--- config.mk ---
export PLATFORM = sky130hd
export DESIGN_NAME = pairing_host_ctrl
export DESIGN_NICKNAME = d
export VERILOG_FILES = /design/src/rtl/pairing_host_ctrl.sv
export SDC_FILE = /design/constraint.sdc
export NUM_CORES = 1
export LEC_CHECK = 0
export CORE_UTILIZATION = 45
export CTS_CLUSTER_SIZE = 28
export DETAILED_ROUTE_END_ITERATION = 16
export PLACE_DENSITY = 0.72
export SETUP_SLACK_MARGIN = 0.2
export SKIP_CTS_REPAIR_TIMING = 1
export SYNTH_ARGS = -nofsm -noshare
export SYNTH_HDL_FRONTEND = slang
export SYNTH_SLANG_ARGS = --single-unit
--- constraint.sdc ---
create_clock -name clk -period 5.69 [get_ports clk]
set_clock_uncertainty 0.2 [all_clocks]
set_input_delay 1.138 -clock clk [delete_from_list [all_inputs] [get_ports clk]]
set_output_delay 1.138 -clock clk [all_outputs]
set_load 0.01 [all_outputs]
--- src/rtl/pairing_host_ctrl.sv ---
// Host-side sequencer for the bit-serial `pairing` wrapper. Turns whole-word
// WRITE / READ / RUN commands into update/ready/i/o shifting and sel/w strobes.
module pairing_host_ctrl #(
    parameter int WIDTH     = 198,
    parameter int ADDR_W    = 6,
    parameter int READ_WAIT = 2,
    parameter int TIMEOUT   = 1000000
) (
    input  logic              clk,
    input  logic              reset,
    input  logic              cmd_valid,
    output logic              cmd_ready,
    input  logic [1:0]        cmd_op,
    input  logic [ADDR_W-1:0] cmd_addr,
    input  logic [WIDTH-1:0]  cmd_data,
    output logic              rsp_valid,
    input  logic              rsp_ready,
    output logic [WIDTH-1:0]  rsp_data,
    output logic              rsp_err,
    output logic              p_sel,
    output logic [ADDR_W-1:0] p_addr,
    output logic              p_w,
    output logic              p_update,
    output logic              p_ready,
    output logic              p_i,
    output logic              p_core_rst,
    input  logic              p_o,
    input  logic              p_done,
    output logic [3:0]        dbg_state
);

    // Handshakes: a transfer happens on a rising clk edge where valid && ready.
    // cmd_ready is high only in IDLE; rsp_valid, once high, holds rsp_data and
    // rsp_err steady until rsp_ready is seen, and valid never depends on ready.

    localparam logic [1:0] OP_WRITE = 2'b00;
    localparam logic [1:0] OP_READ  = 2'b01;
    localparam logic [1:0] OP_RUN   = 2'b10;

    typedef enum logic [3:0] {
        IDLE     = 4'd0,
        W_CLR    = 4'd1,
        W_SHIFT  = 4'd2,
        W_COMMIT = 4'd3,
        R_SEL    = 4'd4,
        R_CAP    = 4'd5,
        R_SHIFT  = 4'd6,
        X_RST    = 4'd7,
        X_WAIT   = 4'd8,
        RESP     = 4'd9
    } state_t;

    state_t              state;
    logic [1:0]          op_q;
    logic [ADDR_W-1:0]   addr_q;
    logic [WIDTH-1:0]    data_q;
    logic [7:0]          bit_cnt;
    logic [19:0]         wait_cnt;

    assign dbg_state = state;

    always_ff @(posedge clk or negedge reset) begin
        if (!reset) begin
            state      <= IDLE;
            op_q       <= OP_WRITE;
            addr_q     <= '0;
            data_q     <= '0;
            bit_cnt    <= '0;
            wait_cnt   <= '0;
            cmd_ready  <= 1'b1;
            rsp_valid  <= 1'b0;
            rsp_data   <= '0;
            rsp_err    <= 1'b0;
            p_sel      <= 1'b0;
            p_addr     <= '0;
            p_w        <= 1'b0;
            p_update   <= 1'b0;
            p_ready    <= 1'b0;
            p_i        <= 1'b0;
            p_core_rst <= 1'b0;
        end else begin
            // Pairing strobes are a registered decode of the state, so they
            // trail the state register by exactly one cycle.
            p_sel      <= (state == W_COMMIT) || (state == R_SEL) || (state == R_CAP);
            p_addr     <= ((state == W_COMMIT) || (state == R_SEL) || (state == R_CAP))
                          ? addr_q : '0;
            p_w        <= (state == W_COMMIT);
            p_update   <= (state == W_CLR) || (state == R_CAP);
            p_ready    <= (state == W_SHIFT) || (state == R_SHIFT);
            p_i        <= (state == W_SHIFT) ? data_q[bit_cnt] : 1'b0;
            p_core_rst <= (state == X_RST);

            // Read data is sampled on exactly the edges where pairing shifts.
            if (p_ready && (op_q == OP_READ))
                rsp_data <= {p_o, rsp_data[WIDTH-1:1]};

            case (state)
                IDLE: begin
                    if (cmd_valid && cmd_ready) begin
                        op_q      <= cmd_op;
                        addr_q    <= cmd_addr;
                        data_q    <= cmd_data;
                        bit_cnt   <= '0;
                        wait_cnt  <= '0;
                        cmd_ready <= 1'b0;
                        rsp_data  <= '0;
                        rsp_err   <= 1'b0;
                        case (cmd_op)
                            OP_WRITE: state <= W_CLR;
                            OP_READ:  state <= R_SEL;
                            OP_RUN:   state <= X_RST;
                            default: begin
                                rsp_err <= 1'b1;
                                state   <= RESP;
                            end
                        endcase
                    end
                end
                W_CLR: begin
                    bit_cnt <= '0;
                    state   <= W_SHIFT;
                end
                W_SHIFT: begin
                    if (bit_cnt == 8'(WIDTH - 1)) begin
                        bit_cnt <= '0;
                        state   <= W_COMMIT;
                    end else begin
                        bit_cnt <= bit_cnt + 8'd1;
                    end
                end
                W_COMMIT: state <= RESP;
                R_SEL: begin
                    if (wait_cnt == 20'(READ_WAIT - 1)) begin
                        wait_cnt <= '0;
                        state    <= R_CAP;
                    end else begin
                        wait_cnt <= wait_cnt + 20'd1;
                    end
                end
                R_CAP: begin
                    bit_cnt <= '0;
                    state   <= R_SHIFT;
                end
                R_SHIFT: begin
                    if (bit_cnt == 8'(WIDTH - 1)) begin
                        bit_cnt <= '0;
                        state   <= RESP;
                    end else begin
                        bit_cnt <= bit_cnt + 8'd1;
                    end
                end
                X_RST: begin
                    wait_cnt <= '0;
                    state    <= X_WAIT;
                end
                X_WAIT: begin
                    // While the core reset pulse is still on the wire, any done
                    // is left over from the previous program and is ignored.
                    if (p_done && !p_core_rst) begin
                        state <= RESP;
                    end else if (wait_cnt == 20'(TIMEOUT - 1)) begin
                        rsp_err <= 1'b1;
                        state   <= RESP;
                    end else begin
                        wait_cnt <= wait_cnt + 20'd1;
                    end
                end
                RESP: begin
                    if (rsp_valid && rsp_ready) begin
                        rsp_valid <= 1'b0;
                        rsp_err   <= 1'b0;
                        cmd_ready <= 1'b1;
                        state     <= IDLE;
                    end else begin
                        rsp_valid <= 1'b1;
                    end
                end
                default: state <= IDLE;
            endcase
        end
    end

endmodule

Word level (Yosys, flattened, before mapping). Cells that the tools add are included.

Register bits after elaboration: 451. Input bits: 212. Output and inout port bits: 217. Word-level logic and storage cells: 102.

Add/sub/neg operators: 2. Magnitude comparators: 1. Equality and inequality tests: 24. Mux-type cells: 34. Reductions and logical operators: 24.

Operators by type and width (number): $mux W198 (3); $mux W20 (4); $pmux W20 S4 (1); $pmux W4 S10 (1); $mux W4 (7); $pmux W8 S3 (1); $add A20 B1 Y20 const B (1); $eq A20 B1 Y1 const B (1); $eq A20 B20 Y1 const B (1); $eq A4 B3 Y1 const B (4); $mux W8 (2); $pmux W4 S3 (1); $mux W1 (10); $ne A2 B2 Y1 const B (5); $lt A8 B9 Y1 const B (1); $add A8 B1 Y8 const B (1); $bmux W1 S8 (1); $eq A4 B2 Y1 const B (2); $eq A4 B4 Y1 const B (2); $eq A8 B8 Y1 const B (1); $mux W6 (1); $ne A2 B1 Y1 const B (3); $reduce_and A6 Y1 (1); $reduce_bool A3 Y1 (2); other kinds (19) (28).

Longest topological paths before layout.
Depth in word-level cells: 5. Mapped depth: 10. Mapped depth without buffers: 8.

Worst setup path before layout. No wires, ideal clock.

Kind: input-to-reg. Start: input cmd_valid. End: register wait_cnt[10]. Setup time: 0.121 ns. Data arrival time: 2.293 ns. Required time: 5.369 ns. Path slack: 3.076 ns. Stages on the path: 7. Cells stage by stage: a21oi_1 o31ai_1 nand2_1 clkbuf_1 a2111oi_1 xnor2_1 nor2_1.

Longest elaborated chain between the ends: 3.

RTL lines: start: declaration (RTL line 11) `input logic cmd_valid,`; $logic_and A1 B1 Y1 (RTL line 99) `if (cmd_valid && cmd_ready) begin`; $ne A2 B2 Y1 (no line); $reduce_and A4 Y1 (no line); end signal: assignment (RTL line 137) `wait_cnt <= wait_cnt + 20'd1;`; end signal: assignment (RTL line 165) `wait_cnt <= wait_cnt + 20'd1;`; end: declaration (RTL line 58) `logic [19:0] wait_cnt;`.

No other way between the ends. A chain may end at the register's enable or synchronous reset.

Final worst setup path. Same ends and word-level chain as after synthesis.

==> tab_implementation.tex <==
\begin{tabular}{lr}
\hline
Metric & Value \\
\hline
\multicolumn{2}{l}{\textbf{Setup path}} \\
\quad CP Data Arrival Time & 3.85 ns \\
\quad CP max stage cell & nor2b\_1 \\
\quad Largest fanout of any net on the critical path & 20 \\
\quad Slowest Stage Delay on Critical Path & 1.17 ns \\
\quad Sequence of cells on the critical path & clkdlybuf4s50\_1 -> a21oi\_1 -> o31ai\_1 -> nand2\_1 -> nor2b\_1 -> nor2\_1 \\
\quad Worst setup path category & input port to register \\
\quad Crit path launch type & input port \\
\quad Required arrival time at the worst endpoint & 5.89 ns \\
\quad Crit. End Element & register \\
\multicolumn{2}{l}{\textbf{Die}} \\
\quad Starting Density & 0.457 \\
\quad Number of top-level design ports & roughly 430 \\
\quad Placeable core area & 43200 um\^{}2 \\
\quad Chip Width & about 210 um \\
\quad Area of the die & 44700 um\^{}2 \\
\quad Rows & between 70 and 80 \\
\quad Die H & 211 um \\
\multicolumn{2}{l}{\textbf{Detailed routing}} \\
\quad Via/cell ratio & 5.23 \\
\quad Number of routed nets with antenna violations & 0 \\
\quad Drt total wl & 55000 um \\
\quad DRC violation count after routing & 0 \\
\quad Detailed Route Iter0 Violations & 1692 \\
\quad Drt first pass iters & 6 \\
\quad Total vias in the final route & about 16000 \\
\quad Avg WL per Cell & 17.5 um \\
\multicolumn{2}{l}{\textbf{Finish}} \\
\quad Proportion of layout cells with a drive suffix above 1 & 0.0639 \\
\quad Register area & roughly 11000 um\^{}2 \\
\quad Filler cell count & 3664 \\
\quad Synth-to-layout area growth & 32.0\% \\
\quad Multi-input combinational cell area & roughly 7700 um\^{}2 \\
\quad Final layout net count & 2734 \\
\multicolumn{2}{l}{\textbf{Pwr}} \\
\quad Leakage & $\sim$12 nW \\
\quad Sequential cell fraction of total power & 0.403 \\
\quad Share of total power in combinational logic & 0.358 \\
\quad Relative contribution of the clock network to total power & 0.239 \\
\quad Internal power consumption & approximately 0.0090 W \\
\quad Switching pwr & roughly 0.0048 W \\
\quad Worst supply voltage drop on vdd & 0.228 mV \\
\quad Total power per unit cell area & 530 nW/um\^{}2 \\
\quad Fraction of power spent switching nets & 0.346 \\
\multicolumn{2}{l}{\textbf{Place}} \\
\quad Count of input and output buffers & 428 \\
\quad Half-perimeter wire length after placement & about 37000 um \\
\quad Final weighted congestion of routability-driven global placement & a little over 0.8 \\
\multicolumn{2}{l}{\textbf{Timing}} \\
\quad Share of the cycle needed by the critical path after routing & 0.641 \\
\quad Setup repair after global routing missed its margin & no \\
\quad Least-Margin Pin Slew & 1.32 ns \\
\quad F\_max & 274 MHz \\
\quad Final count of negative-setup-slack endpoints & 0 \\
\quad Remaining max-slew budget at the tightest pin & 0.119 \\
\quad Slew Limit Fails & 0 \\
\quad Minimum clock period & 3.65 ns \\
\quad Hold Fails Final Rpt & 0 \\
\quad Final hold slack & about 0.27 ns \\
\quad Aggregate negative setup slack & 0 ns \\
\multicolumn{2}{l}{\textbf{Yosys}} \\
\quad Syn\_nets & 2382 \\
\quad Predominant post-synthesis flop cell & dfrtp\_1 \\
\quad Number of enable-type register cells in the synthesized netlist & 0 \\
\quad Share of the yosys chip area belonging to registers & 0.572 \\
\quad Seq cells post-synth & 451 \\
\quad Post-synthesis area per instance & 9.13 um\^{}2 \\
\quad Synthesized netlist cell count & 2162 \\
\quad Mapped cell area & between 15000 and 20000 um\^{}2 \\
\quad Proportion of synthesized flip-flops having asynchronous set or reset & 1.00 \\
\quad Yosys warns & 0 \\
\quad Netlist cell types & 60 \\
\multicolumn{2}{l}{\textbf{CTS}} \\
\quad Clk buf depth & 3 \\
\quad Clock tree root driver cell & clkbuf\_16 \\
\quad Number of sinks on the clock net & 451 \\
\quad Level count of the clock H-tree & 2 \\
\quad Worst-skew pair later-pin latency & 0.59 ns \\
\quad TritonCTS clock tree & done \\
\quad Total clock buffers created by CTS & between 40 and 50 \\
\quad Clock slew at reported path FFs & 0.06 ns \\
\multicolumn{2}{l}{\textbf{Status}} \\
\quad Status & finished, final reports clean \\
\multicolumn{2}{l}{\textbf{Global route}} \\
\quad Wire length of the first global-routing pass & 86600 um \\
\quad Number of global-route vias before repair & 15872 \\
\quad Global-route congestion overflow total & 0 \\
\quad Total track usage & 0.246 \\
\quad Largest net degree at the start of global routing & just under 200 \\
\quad Initial antenna violation count & 4 \\
\multicolumn{2}{l}{\textbf{Hold path}} \\
\quad Tightest Hold Check Type & register to register \\
\multicolumn{2}{l}{\textbf{Flow run}} \\
\quad Total of max-cap violations & 0 \\
\hline
\end{tabular}
-- cells by family after synthesis --
group / Yosys count / synth area share
buffers and inverters: 163 / 0.0385
adder cells (fa/ha/maj): 8 / 0.00507
AO/OA/AOI/OAI: 295 / 0.0863
XOR/XNOR: 20 / 0.00887
AND/OR/NAND/NOR: 1156 / 0.231
multiplexers: 69 / 0.0587
flip-flops: 451 / 0.572
-- final timing paths --
kind | slack [ns] | startpoint | cells after the start | endpoint
max in group asynchronous | 3.56 | reset | 2 | data_q[129]
worst min register to register | 0.27 | data_q[14] | 2 | data_q[14]
worst max register to register | 2.39 | bit_cnt[0] | 6 | dbg_state[2]
worst max-delay path | 2.04 | cmd_valid | 6 | wait_cnt[10]
min in group asynchronous | 0.46 | reset | 1 | p_addr[4]
worst min-delay path | 0.27 | data_q[14] | 2 | data_q[14]
-- cell usage after synthesis (5+ instances only) --
master / count / share of area
nand2_1: 1046 / 0.20
dfrtp_1: 450 / 0.57
a21oi_1: 210 / 0.053
clkbuf_1: 79 / 0.015
buf_2: 57 / 0.014
mux4_2: 37 / 0.042
nor2_1: 37 / 0.0070
mux2i_1: 28 / 0.014
xnor2_1: 20 / 0.0089
o21ai_1: 15 / 0.0038
inv_1: 14 / 0.0027
and2_1: 11 / 0.0035
nand3_1: 11 / 0.0028
nand2b_1: 10 / 0.0032
a2111oi_1: 9 / 0.0046
a211oi_1: 9 / 0.0034
ha_1: 8 / 0.0051
a31oi_1: 7 / 0.0022
nand4_1: 7 / 0.0022
nor3_1: 7 / 0.0018
o21ai_0: 6 / 0.0015
a221oi_1: 5 / 0.0022
a22oi_1: 5 / 0.0019
and4_1: 5 / 0.0022
-- sequential cells by signal, summed over array words and instances (netlist names) --
register	cells
p_core_rst	1
p_addr	6
bit_cnt	8
p_sel	1
cmd_ready	1
dbg_state	4
op_q	2
p_ready	1
p_update	1
rsp_err	1
p_i	1
rsp_valid	1
p_w	1
data_q	198
rsp_data	198
wait_cnt	20
addr_q	6
-- cell type report --
class / instances / share of cell area
flip-flops and latches: 451 / 0.433
multi-input cells: 1548 / 0.296
repair buffers: 449 / 0.175
clock buffers: 59 / 0.0520
well taps: 585 / 0.0281
clock inverters: 27 / 0.0125
inverters: 16 / 0.00230
diodes: 2 / 0.000192
-- power groups by stage --
stage | sequential, W | combinational [W] | clock (W)
floorplan | 0.00556 | 0.00249 | 0
global placement | 0.00555 | 0.00482 | 0
detailed placement | 0.00562 | 0.00494 | 0
CTS | 0.00557 | 0.00497 | 0.00338
global route | 0.00576 | 0.00542 | 0.00350
finish | 0.00557 | 0.00494 | 0.00331
-- critical path: cells and delay by family --
family	cells	cell delay [ns]
AO/OA/AOI/OAI	2	0.37
buffers and inverters	1	0.57
AND/OR/NAND/NOR	3	1.78
-- stage by stage --
step / setup WS, ns / area [um^2] / power (W) / utilization / cells
3_3_place_gp: 1.64 / 24400 / 0.0104 / 0.565 / 3049
2_1_floorplan: 3.08 / 19700 / 0.00805 / - / 2162
4_1_cts: 2.15 / 26100 / 0.0139 / 0.603 / 3135
5_1_grt: 1.80 / 26100 / 0.0147 / 0.604 / 3137
3_5_place_dp: 1.52 / 24400 / 0.0106 / 0.565 / 3049
6_report: 2.04 / 26100 / 0.0138 / 0.604 / 3137
-- cells in the final DEF, fill, tap and decap left out, types with 4 or more instances in the layout --
cell,instances
a311oi_1,4
buf_12,10
a221oi_2,4
a221oi_1,5
nor3_1,7
clkbuf_8,9
mux4_2,37
inv_1,14
nand3_1,10
nand2_1,1046
dfrtp_1,448
ha_1,8
and4_1,5
and2_1,11
clkdlybuf4s50_1,427
o21ai_1,15
a21oi_1,210
mux2i_1,28
nand4_1,7
clkinv_2,15
clkbuf_16,49
buf_4,11
nor2_1,36
xnor2_1,20
o21ai_0,6
nand2b_1,10
o211ai_1,4
bufinv_16,7
a2111oi_1,9
nor4_1,4
a211oi_1,9
a31oi_1,7
a22oi_1,5
-- per-layer routing --
layer / GRT usage / part of all wire / vias to the layer above
met5: 0 / 0.00047 / -
met4: 0.0967 / 0.034 / 4
met3: 0.0473 / 0.067 / 113
met2: 0.400 / 0.48 / 578
met1: 0.325 / 0.42 / 7952
li1: - / - / 7744
Note: power is estimated with default switching activity, not from simulation.
